===== config.mk =====
export PLATFORM = sky130hd
export DESIGN_NAME = dram_arbiter
export DESIGN_NICKNAME = d
export VERILOG_FILES = /design/src/rtl/dram_arb_pkg.sv /design/src/rtl/SyncFIFO.sv /design/src/rtl/dram_arbiter.sv
export SDC_FILE = /design/constraint.sdc
export NUM_CORES = 1
export LEC_CHECK = 0
export CAP_MARGIN = 30
export CORE_AREA = 2 2 361 363
export CTS_BUF_LIST = sky130_fd_sc_hd__clkbuf_2
export CTS_CLUSTER_SIZE = 28
export DETAILED_ROUTE_END_ITERATION = 7
export DIE_AREA = 0 0 363 365
export PLACE_DENSITY = 0.43
export SETUP_SLACK_MARGIN = 0.02
export SYNTH_ARGS = -nofsm -noshare
export SYNTH_HDL_FRONTEND = slang
export SYNTH_HIERARCHICAL = 1
export SYNTH_SLANG_ARGS = --single-unit

===== constraint.sdc =====
create_clock -name clk -period 4.47 [get_ports clk]
set_input_delay 0.447 -clock clk [delete_from_list [all_inputs] [get_ports clk]]
set_output_delay 0.447 -clock clk [all_outputs]
set_load 0.02 [all_outputs]

===== src/rtl/dram_arb_pkg.sv =====
// Shared port ids and default widths for the two-port DRAM command arbiter.
package dram_arb_pkg;

  localparam int unsigned PORT_IFETCH = 0;
  localparam int unsigned PORT_LSU    = 1;

  localparam int unsigned DEF_ADDR_WIDTH     = 27;
  localparam int unsigned DEF_DATA_WIDTH     = 128;
  localparam int unsigned DEF_MASK_WIDTH     = 16;
  localparam int unsigned DEF_TAG_ADDR_WIDTH = 3;

  localparam int unsigned MAX_OUTSTANDING = 2 ** DEF_TAG_ADDR_WIDTH;

endpackage


===== src/rtl/SyncFIFO.sv =====
// Synchronous show-ahead FIFO of depth 2**ADDR_WIDTH; head word is visible on o_data.
module SyncFIFO #(
  parameter int unsigned DATA_WIDTH = 8,
  parameter int unsigned ADDR_WIDTH = 3
) (
  input  logic                  clk,
  input  logic                  i_rst,
  input  logic                  i_wr,
  input  logic [DATA_WIDTH-1:0] i_data,
  input  logic                  i_rd,
  output logic [DATA_WIDTH-1:0] o_data,
  output logic                  o_full,
  output logic                  o_empty
);

  localparam int unsigned Depth = 2 ** ADDR_WIDTH;

  logic [DATA_WIDTH-1:0] mem_q [Depth];
  logic [ADDR_WIDTH:0]   wr_ptr_q, rd_ptr_q;

  // Extra pointer msb distinguishes full from empty.
  assign o_empty = (wr_ptr_q == rd_ptr_q);
  assign o_full  = (wr_ptr_q[ADDR_WIDTH] != rd_ptr_q[ADDR_WIDTH]) &&
                   (wr_ptr_q[ADDR_WIDTH-1:0] == rd_ptr_q[ADDR_WIDTH-1:0]);
  assign o_data  = mem_q[rd_ptr_q[ADDR_WIDTH-1:0]];

  always_ff @(posedge clk) begin
    if (i_rst) begin
      wr_ptr_q <= '0;
      rd_ptr_q <= '0;
    end else begin
      if (i_wr && !o_full)  wr_ptr_q <= wr_ptr_q + 1'b1;
      if (i_rd && !o_empty) rd_ptr_q <= rd_ptr_q + 1'b1;
    end
  end

  always_ff @(posedge clk) begin
    if (i_wr && !o_full) mem_q[wr_ptr_q[ADDR_WIDTH-1:0]] <= i_data;
  end

endmodule


===== src/rtl/dram_arbiter.sv =====
// Round-robin two-port arbiter in front of the DRAM wrapper's user command interface.
// Define DRAM_ARB_PERF_EN to add grant and stall performance counters.
module dram_arbiter
  import dram_arb_pkg::*;
#(
  parameter int unsigned ADDR_WIDTH     = DEF_ADDR_WIDTH,
  parameter int unsigned DATA_WIDTH     = DEF_DATA_WIDTH,
  parameter int unsigned MASK_WIDTH     = DEF_MASK_WIDTH,
  parameter int unsigned TAG_ADDR_WIDTH = DEF_TAG_ADDR_WIDTH
) (
  input  logic                  clk,
  input  logic                  i_rst_n,
  input  logic                  i_m0_ren,
  input  logic                  i_m0_wen,
  input  logic [ADDR_WIDTH-1:0] i_m0_addr,
  input  logic [DATA_WIDTH-1:0] i_m0_data,
  input  logic [MASK_WIDTH-1:0] i_m0_mask,
  output logic                  o_m0_ack,
  output logic [DATA_WIDTH-1:0] o_m0_data,
  output logic                  o_m0_data_valid,
  input  logic                  i_m1_ren,
  input  logic                  i_m1_wen,
  input  logic [ADDR_WIDTH-1:0] i_m1_addr,
  input  logic [DATA_WIDTH-1:0] i_m1_data,
  input  logic [MASK_WIDTH-1:0] i_m1_mask,
  output logic                  o_m1_ack,
  output logic [DATA_WIDTH-1:0] o_m1_data,
  output logic                  o_m1_data_valid,
  output logic                  o_dram_ren,
  output logic                  o_dram_wen,
  output logic [ADDR_WIDTH-1:0] o_dram_addr,
  output logic [DATA_WIDTH-1:0] o_dram_data,
  output logic [MASK_WIDTH-1:0] o_dram_mask,
  output logic                  o_dram_busy,
  input  logic                  i_dram_busy,
  input  logic [DATA_WIDTH-1:0] i_dram_data,
  input  logic                  i_dram_data_valid,
`ifdef DRAM_ARB_PERF_EN
  output logic [31:0]           o_m0_grants,
  output logic [31:0]           o_m1_grants,
  output logic [31:0]           o_stall_cycles,
`endif
  output logic                  o_err
);

  localparam int unsigned CntW = TAG_ADDR_WIDTH + 1;
  localparam logic [CntW-1:0] MaxOut = {1'b1, {TAG_ADDR_WIDTH{1'b0}}};

  logic            last_grant_q;
  logic [CntW-1:0] outstanding_q;
  logic            err_q, m0_dv_q, m1_dv_q;
  logic [DATA_WIDTH-1:0] m0_data_q, m1_data_q;

  logic room, elig0, elig1, grant, gnt_port, sel_lsu;
  logic issue_rd, ret_ok, ret_err, head_port, fifo_full, fifo_empty;

  assign room     = (outstanding_q < MaxOut) && !fifo_full;
  assign elig0    = i_m0_wen || (i_m0_ren && room);
  assign elig1    = i_m1_wen || (i_m1_ren && room);
  assign grant    = i_rst_n && !i_dram_busy && (elig0 || elig1);
  assign gnt_port = (elig0 && elig1) ? !last_grant_q : elig1;
  assign sel_lsu  = grant && (gnt_port == 1'(PORT_LSU));

  always_comb begin
    o_m0_ack    = grant && !sel_lsu;
    o_m1_ack    = sel_lsu;
    o_dram_ren  = 1'b0;
    o_dram_wen  = 1'b0;
    o_dram_addr = sel_lsu ? i_m1_addr : i_m0_addr;
    o_dram_data = sel_lsu ? i_m1_data : i_m0_data;
    o_dram_mask = sel_lsu ? i_m1_mask : i_m0_mask;
    // A request with both strobes high is a write.
    if (grant) begin
      o_dram_wen = sel_lsu ? i_m1_wen : i_m0_wen;
      o_dram_ren = sel_lsu ? (i_m1_ren && !i_m1_wen) : (i_m0_ren && !i_m0_wen);
    end
    if (!i_rst_n) begin
      o_dram_addr = '0;
      o_dram_data = '0;
      o_dram_mask = '0;
    end
  end

  assign o_dram_busy = 1'b0;
  assign issue_rd    = o_dram_ren;
  assign ret_ok      = i_dram_data_valid && (outstanding_q != '0) && !fifo_empty;
  assign ret_err     = i_dram_data_valid && (outstanding_q == '0);

  SyncFIFO #(
    .DATA_WIDTH (1),
    .ADDR_WIDTH (TAG_ADDR_WIDTH)
  ) u_tag_fifo (
    .clk     (clk),
    .i_rst   (!i_rst_n),
    .i_wr    (issue_rd),
    .i_data  (gnt_port),
    .i_rd    (ret_ok),
    .o_data  (head_port),
    .o_full  (fifo_full),
    .o_empty (fifo_empty)
  );

  always_ff @(posedge clk) begin
    if (!i_rst_n) begin
      last_grant_q  <= 1'b1;
      outstanding_q <= '0;
      err_q         <= 1'b0;
      m0_dv_q       <= 1'b0;
      m1_dv_q       <= 1'b0;
      m0_data_q     <= '0;
      m1_data_q     <= '0;
    end else begin
      if (issue_rd && !ret_ok)      outstanding_q <= outstanding_q + 1'b1;
      else if (!issue_rd && ret_ok) outstanding_q <= outstanding_q - 1'b1;
      if (grant)   last_grant_q <= gnt_port;
      if (ret_err) err_q <= 1'b1;
      m0_dv_q <= ret_ok && !head_port;
      m1_dv_q <= ret_ok && head_port;
      if (ret_ok && !head_port) m0_data_q <= i_dram_data;
      if (ret_ok && head_port)  m1_data_q <= i_dram_data;
    end
  end

  assign o_m0_data_valid = m0_dv_q;
  assign o_m1_data_valid = m1_dv_q;
  assign o_m0_data       = m0_data_q;
  assign o_m1_data       = m1_data_q;
  assign o_err           = err_q;

`ifdef DRAM_ARB_PERF_EN
  logic [31:0] m0_grants_q, m1_grants_q, stall_q;
  logic        any_req;

  assign any_req = i_m0_ren || i_m0_wen || i_m1_ren || i_m1_wen;

  always_ff @(posedge clk) begin
    if (!i_rst_n) begin
      m0_grants_q <= '0;
      m1_grants_q <= '0;
      stall_q     <= '0;
    end else begin
      if (o_m0_ack) m0_grants_q <= m0_grants_q + 32'd1;
      if (o_m1_ack) m1_grants_q <= m1_grants_q + 32'd1;
      if (any_req && !grant) stall_q <= stall_q + 32'd1;
    end
  end

  assign o_m0_grants    = m0_grants_q;
  assign o_m1_grants    = m1_grants_q;
  assign o_stall_cycles = stall_q;
`endif

endmodule

==> run summary, run 1 <==
Largest net degree at the start of global routing: 174
MaxCap Viol Count: 0
Reg2reg setup slack: 0.88 ns
R2r worst-path depth: 14
Synth-to-Final Area Change: 94.7%
Worst EP arrival: 3.71 ns
WS Path Type: reg -> out
Clock root buffer: clkbuf_2
Worst R2R End: outstanding_q[3]
CTS sink count: 283
Via count: 16819
Drt first pass iters: 5
Fin. Hold Viols: 0
WP depth: 9
Starting density of the core: 10.9%
Placer Congestion: 0.829
Slew margin rel.: 36.4%
DRC Markers: 0
First-pass GRT wire length: 125000 um
Hold Crit Class: in -> reg
Post-synthesis sequential area ratio: 41.0%
Asr flop ratio synth: 0%
Setup crit end: o_dram_mask[10]
RSZ-0062 raised after global routing: yes
WP data required: 4.02 ns
CTS tree: done
Slowest CP cell: o21ai_0
Final worst setup slack: 0.317 ns
Initial antenna violation count: 18
Share of layout cells above drive strength 1: 17.1%
Num rows: 132
Largest delay share family, worst path: buffers and inverters
Measured slew at the worst slew-check pin: 0.954 ns
H-tree lvl count: 3
Max Clock Skew: 0.112 ns
Total routed wirelength: 92900 um
Status: complete, no violations
DR WL/cell: 20.1 um
Cells along the critical path: xor2_2, nor4_2, buf_4, nor2_4, o2111a_4, buf_12, buf_16, o21ai_0, buf_4
Final antenna-violating net count: 0
Setup violators final: 0
Dpl hpwl: 72400 um
Buf/Inv on CP: 4
Gate Count Post-Synth: 1865
PwrDens: 233 mW/mm2
Fin crit period: 4.15 ns
FF+latch count, synth: 283
Dpl ws: 0.629 ns
Final slew viol count: 0
Critical Path Max Stage Delay: 0.48 ns
GR Overflow Total: 0
Reg-to-reg startpoint: u_tag_fifo/rd_ptr_q[3]
Cell variety after synth: 52
Synthesized area per cell: 7.51 um2
# port buffers: 911
Die W: 363 um
Nature of the critical path startpoint: register
Setup crit end kind: primary output
GRT Util Overall: 13.3%
Total CTS buffers: 80
Most frequent cell on the critical path: buf_4
Placed Area: 0.0248 mm2
Vias in the first global route: 16244
Ports: 913
Core area: 0.129 mm2
Die area: 0.132 mm2
Worst setup path start: u_tag_fifo/rd_ptr_q[1]
Synthesized Nets: 2349
Yosys Warn Count: 6
Post-Syn Area: 0.0140 mm2
Final period utilization: 92.9%
Clk slew on worst S/H paths: 0.09 ns
Setup TNS: 0 ns
VDD IR-drop max: 0.122 mV
EDFF count, synth: 8
Achievable frequency: 241 MHz
Later-pin clock latency in the skew report: 1.18 ns
Main synth FF type: dfxtp_1
Clock Path Buffers: 3
Leak: 9.43 nW
Vias/cell: 3.65
Layout net count: 3359
Crit path max fanout: 28
Die Y: 365 um
Final instance area: 0.0273 mm2
DR iter-0 viols: 777
[placed cells by master (no fill, tap or decap), types with 51 or more instances in the layout]
cell type          n
nand3_1           94
o21ai_0           67
dfxtp_1          267
nand3_2           79
nand2_1          691
o21ai_2           94
buf_4             77
dlygate4sd3_1    134
a21oi_1          261
clkdlybuf4s50_1  736
dlygate4sd2_1     51
clkbuf_2         121
[cell usage after synthesis (2+ instances only)]
library cell / instances / area share (%)
nand2_1: 691 / 19
dfxtp_1: 275 / 39
a21oi_1: 261 / 9.3
nand3_1: 94 / 3.4
o21ai_0: 91 / 3.3
nand3_2: 81 / 5.8
o21ai_2: 80 / 5.0
clkbuf_1: 77 / 2.1
buf_2: 42 / 1.5
nor2_1: 19 / 0.51
buf_4: 18 / 0.97
buf_6: 14 / 1.1
nor2b_1: 10 / 0.45
buf_12: 9 / 1.3
nand2b_1: 9 / 0.40
clkbuf_2: 8 / 0.29
edfxtp_1: 8 / 1.7
nor3_1: 8 / 0.29
inv_1: 6 / 0.16
mux2i_1: 6 / 0.43
ha_1: 5 / 0.45
mux2_2: 5 / 0.40
xnor2_1: 5 / 0.31
xor2_1: 4 / 0.25
mux2_1: 3 / 0.24
nor4_1: 3 / 0.13
a211o_1: 2 / 0.13
a41oi_1: 2 / 0.13
buf_8: 2 / 0.21
mux4_2: 2 / 0.32
nand4_1: 2 / 0.089
o2111a_1: 2 / 0.16
o41a_1: 2 / 0.16
[layer usage]
layer | wire length, um | GRT usage (%)
met1 | 39500 | 16.3
met2 | 43500 | 21.8
met3 | 7300 | 4.44
met4 | 2540 | 4.21
met5 | 81 | 0
[what timing repair did]
item,4_1_cts,5_1_grt
gates resized for setup,274,5
hold endpoints to repair,275,0
pin swaps,4,1
gates cloned,6,0
hold buffers,134,0
setup endpoints to repair,175,8
buffers inserted,10,0
[final cells by class]
type                    instances  area [um2]
fillers                     14458      101000
repair buffers               1096       11200
multi-input cells            1408        7380
flip-flops and latches        283        5760
well taps                    1675        2100
clock buffers                 119         596
clock inverters                20         174
inverters                       6        30.0
diodes                          5        12.5
[cell families (layout without fill, tap and decap cells)]
family / count (synthesis) / in the layout / share of synthesized area [%]
compound gates: 450 / 453 / 18.8
other cells: 1 / 6 / 0.0268
flops: 283 / 283 / 41.0
mux: 16 / 16 / 1.39
fa+ha+maj: 6 / 6 / 0.590
buf+inv: 177 / 1241 / 7.63
xor+xnor: 10 / 10 / 0.679
simple gates: 922 / 922 / 29.9
[where the power goes]
| part | internal (mW) | switching (mW) | total, mW |
|---|---|---|---|
| registers | 2.54 | 0.0127 | 2.56 |
| clock network | 0.886 | 1.22 | 2.10 |
| logic | 0.826 | 0.864 | 1.69 |
[worst register-to-register path: stages, from the launching register on]
cell and delay (ns):
dfxtp_2 0.38, xnor2_2 0.28, nor4_2 0.09, buf_4 0.17, nor2_4 0.29, a21oi_1 0.19, a2111o_1 0.47, a2bb2o_2 0.36
ha_1 0.20, inv_1 0.09, ha_1 0.33, a21oi_1 0.18, a211oi_1 0.10, a31oi_1 0.20, mux2i_1 0.19
[registers in the layout, indices dropped and copies added, names as in the netlist, named ones only]
| register | flops |
|---|---|
| outstanding_q | 4 |
| last_grant_q | 1 |
| o_m0_data_valid | 1 |
| u_tag_fifo/mem_q | 8 |
| o_m1_data | 128 |
| o_m1_data_valid | 1 |
| u_tag_fifo/wr_ptr_q | 4 |
| o_m0_data | 128 |
| u_tag_fifo/rd_ptr_q | 4 |
| o_err | 1 |
[per-stage QoR]
step / utilization (%) / hold WS (ns) / std cells / total power, mW
finish: 21.2 / 0.334 / 4612 / 6.35
global route: 21.2 / 0.206 / 4611 / 6.72
CTS: 21.2 / 0.0460 / 4607 / 6.55
detailed placement: 19.3 / 0.445 / 4318 / 4.20
global placement: 19.3 / 0.441 / 4318 / 4.20
floorplan: - / 0.480 / 1865 / 3.18
[worst min path at each step]
stage	from	end	slack (ns)	cells after the start
6_report	i_m0_ren	last_grant_q	0.33	4
5_1_grt	i_m0_wen	last_grant_q	0.21	4
4_1_cts	i_m0_ren	last_grant_q	0.05	4
3_5_place_dp	o_m1_data[89]	o_m1_data[89]	0.45	2
3_3_place_gp	o_m0_data[14]	o_m0_data[14]	0.44	2
2_1_floorplan	outstanding_q[3]	outstanding_q[3]	0.48	2
Note: power is estimated with default switching activity, not from simulation.
==> run 2, diff against run 1 <==
--- a/config.mk
+++ b/config.mk
@@ -5,6 +5,7 @@
 export SDC_FILE = /design/constraint.sdc
 export NUM_CORES = 1
 export LEC_CHECK = 0
+export ABC_CLOCK_PERIOD_IN_PS = 4470
 export CAP_MARGIN = 30
 export CORE_AREA = 2 2 361 363
 export CTS_BUF_LIST = sky130_fd_sc_hd__clkbuf_2
@@ -12,7 +13,6 @@
 export DETAILED_ROUTE_END_ITERATION = 7
 export DIE_AREA = 0 0 363 365
 export PLACE_DENSITY = 0.43
-export SETUP_SLACK_MARGIN = 0.02
 export SYNTH_ARGS = -nofsm -noshare
 export SYNTH_HDL_FRONTEND = slang
 export SYNTH_HIERARCHICAL = 1
==> run 2 against run 1 <==
Hold slack improved by 0.0030 ns. Global-route usage down 0.11 points. Cell area shrank 0.22%. Die area unchanged. Via count fell by 0.22%. Maximum frequency fell by 0.57%. First-iteration DRC count grew 8.4%. Non-clock buffer count grew 1. Critical path type unchanged.
==> run summary, run 2 (synthesis results as in run 1) <==
Status: complete, no violations
Smallest hold slack: 0.337 ns
Die area: 0.132 mm2
Total routed wirelength: 92300 um
Total CTS buffers: 80
DRC Markers: 0
CTS tree: done
Highest metal used: met5
Die Y: 365 um
Initial antenna violation count: 18
# port buffers: 911
Hold path depth: 4
Die W: 363 um
GRT Util Overall: 13.2%
Worst EP arrival: 3.73 ns
Sequential power share: 40.4%
Crit path max fanout: 56
Gate power share: 26.4%
Nature of the critical path startpoint: register
DR iter-0 viols: 842
Synth-to-Final Area Change: 94.3%
Drt first pass iters: 5
WS Path Type: reg -> out
Clock root buffer: clkbuf_2
Measured slew at the worst slew-check pin: 0.952 ns
Starting density of the core: 10.9%
Multi-input logic area: 0.00736 mm2
Final slew viol count: 0
Vias/cell: 3.64
Commonest non-fill, non-tap cell in the layout: clkdlybuf4s50_1
VDD IR-drop max: 0.121 mV
Setup violators final: 0
Filler cells: 14487
Fin crit period: 4.18 ns
Register area: 0.00576 mm2
Switching Share: 32.9%
Final period utilization: 93.4%
Hold Crit Class: in -> reg
Clock Path Buffers: 3
Routed length on met1: 39300 um
Pint: 4.25 mW
Met2 wire len: 43200 um
CTS sink count: 283
Largest net degree at the start of global routing: 174
Placed Area: 0.0248 mm2
Later-pin clock latency in the skew report: 1.17 ns
Dpl hpwl: 72400 um
PwrDens: 233 mW/mm2
Ports: 913
Setup TNS: 0 ns
Total power: 6.33 mW
Switching power: 2.09 mW
Commonest cells after routing, fill and taps aside: clkdlybuf4s50_1 (735), nand2_1 (691), dfxtp_1 (268)
Share of layout cells above drive strength 1: 16.8%
Clk network pwr share: 33.2%
Placer Congestion: 0.829
Met3 Routed Length: 7220 um
DR WL/cell: 20.0 um
Clk slew on worst S/H paths: 0.09 ns
Core area: 0.129 mm2
Via count: 16782
MaxCap Viol Count: 0
Achievable frequency: 239 MHz
H-tree lvl count: 3
Fin. Hold Viols: 0
Final antenna-violating net count: 0
Max Clock Skew: 0.112 ns
WP data required: 4.02 ns
Setup crit end kind: primary output
Num rows: 132
GR Overflow Total: 0
First-pass GRT wire length: 124000 um
Final instance area: 0.0272 mm2
Slew margin rel.: 36.5%
R2r worst-path depth: 15
Layout net count: 3359
Leak: 9.44 nW
Vias in the first global route: 16196
-- run 2: cell types whose count changed in the layout (fill, tap and decap cells not counted), moves of 2 or more --
| cell | delta |
|---|---|
| buf_12 | +2 |
| buf_16 | -2 |
| buf_2 | -6 |
| buf_4 | +3 |
| bufbuf_16 | -2 |
| clkdlybuf4s15_1 | -11 |
| clkdlybuf4s15_2 | +2 |
| dlygate4sd2_1 | +15 |
| o21ai_0 | -3 |
| o21ai_1 | +4 |
-- run 2: worst paths after layout --
kind | startpoint | to | slack [ns]
setup / recovery | u_tag_fifo/rd_ptr_q[1] | o_dram_mask[10] | 0.29
hold / removal | i_m0_ren | last_grant_q | 0.34
setup reg to reg | u_tag_fifo/rd_ptr_q[1] | outstanding_q[3] | 0.82
hold reg to reg | o_m1_data[65] | o_m1_data[65] | 0.46
-- run 2: metrics by stage --
step / setup slack [ns] / instances / util [%]
after floorplan: 0.754 / 1865 / -
after global placement: 0.648 / 4318 / 19.3
after detailed placement: 0.629 / 4318 / 19.3
after CTS: -0.192 / 4607 / 21.1
after global routing: -0.0220 / 4611 / 21.1
final: 0.293 / 4612 / 21.1
-- run 2: cell type report --
type,count,share of cell area [%]
repair buffers,1097,41.1
multi-input cells,1407,27.1
flip-flops and latches,283,21.2
well taps,1675,7.70
clock buffers,119,2.19
clock inverters,20,0.639
inverters,6,0.110
diodes,5,0.0460
-- run 2: timing repair --
item / CTS / global route
gates resized for setup: 245 / 9
endpoints found under the setup margin: 174 / 10
endpoints found under the hold margin: 275 / 0
setup buffers: 13 / 0
hold buffers: 134 / 0
pin swaps: 3 / 0
gates cloned: 3 / 0
-- run 2: power by group through the flow --
stage          combinational, mW  clock (mW)  sequential (mW)
2_1_floorplan              0.555           0             2.62
3_3_place_gp                1.58           0             2.62
5_1_grt                     1.77        2.37             2.56
4_1_cts                     1.70        2.26             2.56
6_report                    1.67        2.10             2.56
3_5_place_dp                1.58           0             2.62
-- run 2: critical path, stage by stage (launching register included) --
cell       delay (ns)
dfxtp_2          0.37
xor2_2           0.20
nor4_2           0.30
buf_4            0.21
nand4bb_4        0.24
o2111a_4         0.24
buf_12           0.18
buf_12           0.25
nand3_1          0.11
o21ai_1          0.25
buf_4            0.23
-- run 2: routing by layer --
metal  vias to the layer above  GRT usage (%)
met5                         -              0
met1                      7675           16.2
met4                        12           4.17
met2                       669           21.7
li1                       8311              -
met3                       115           4.45
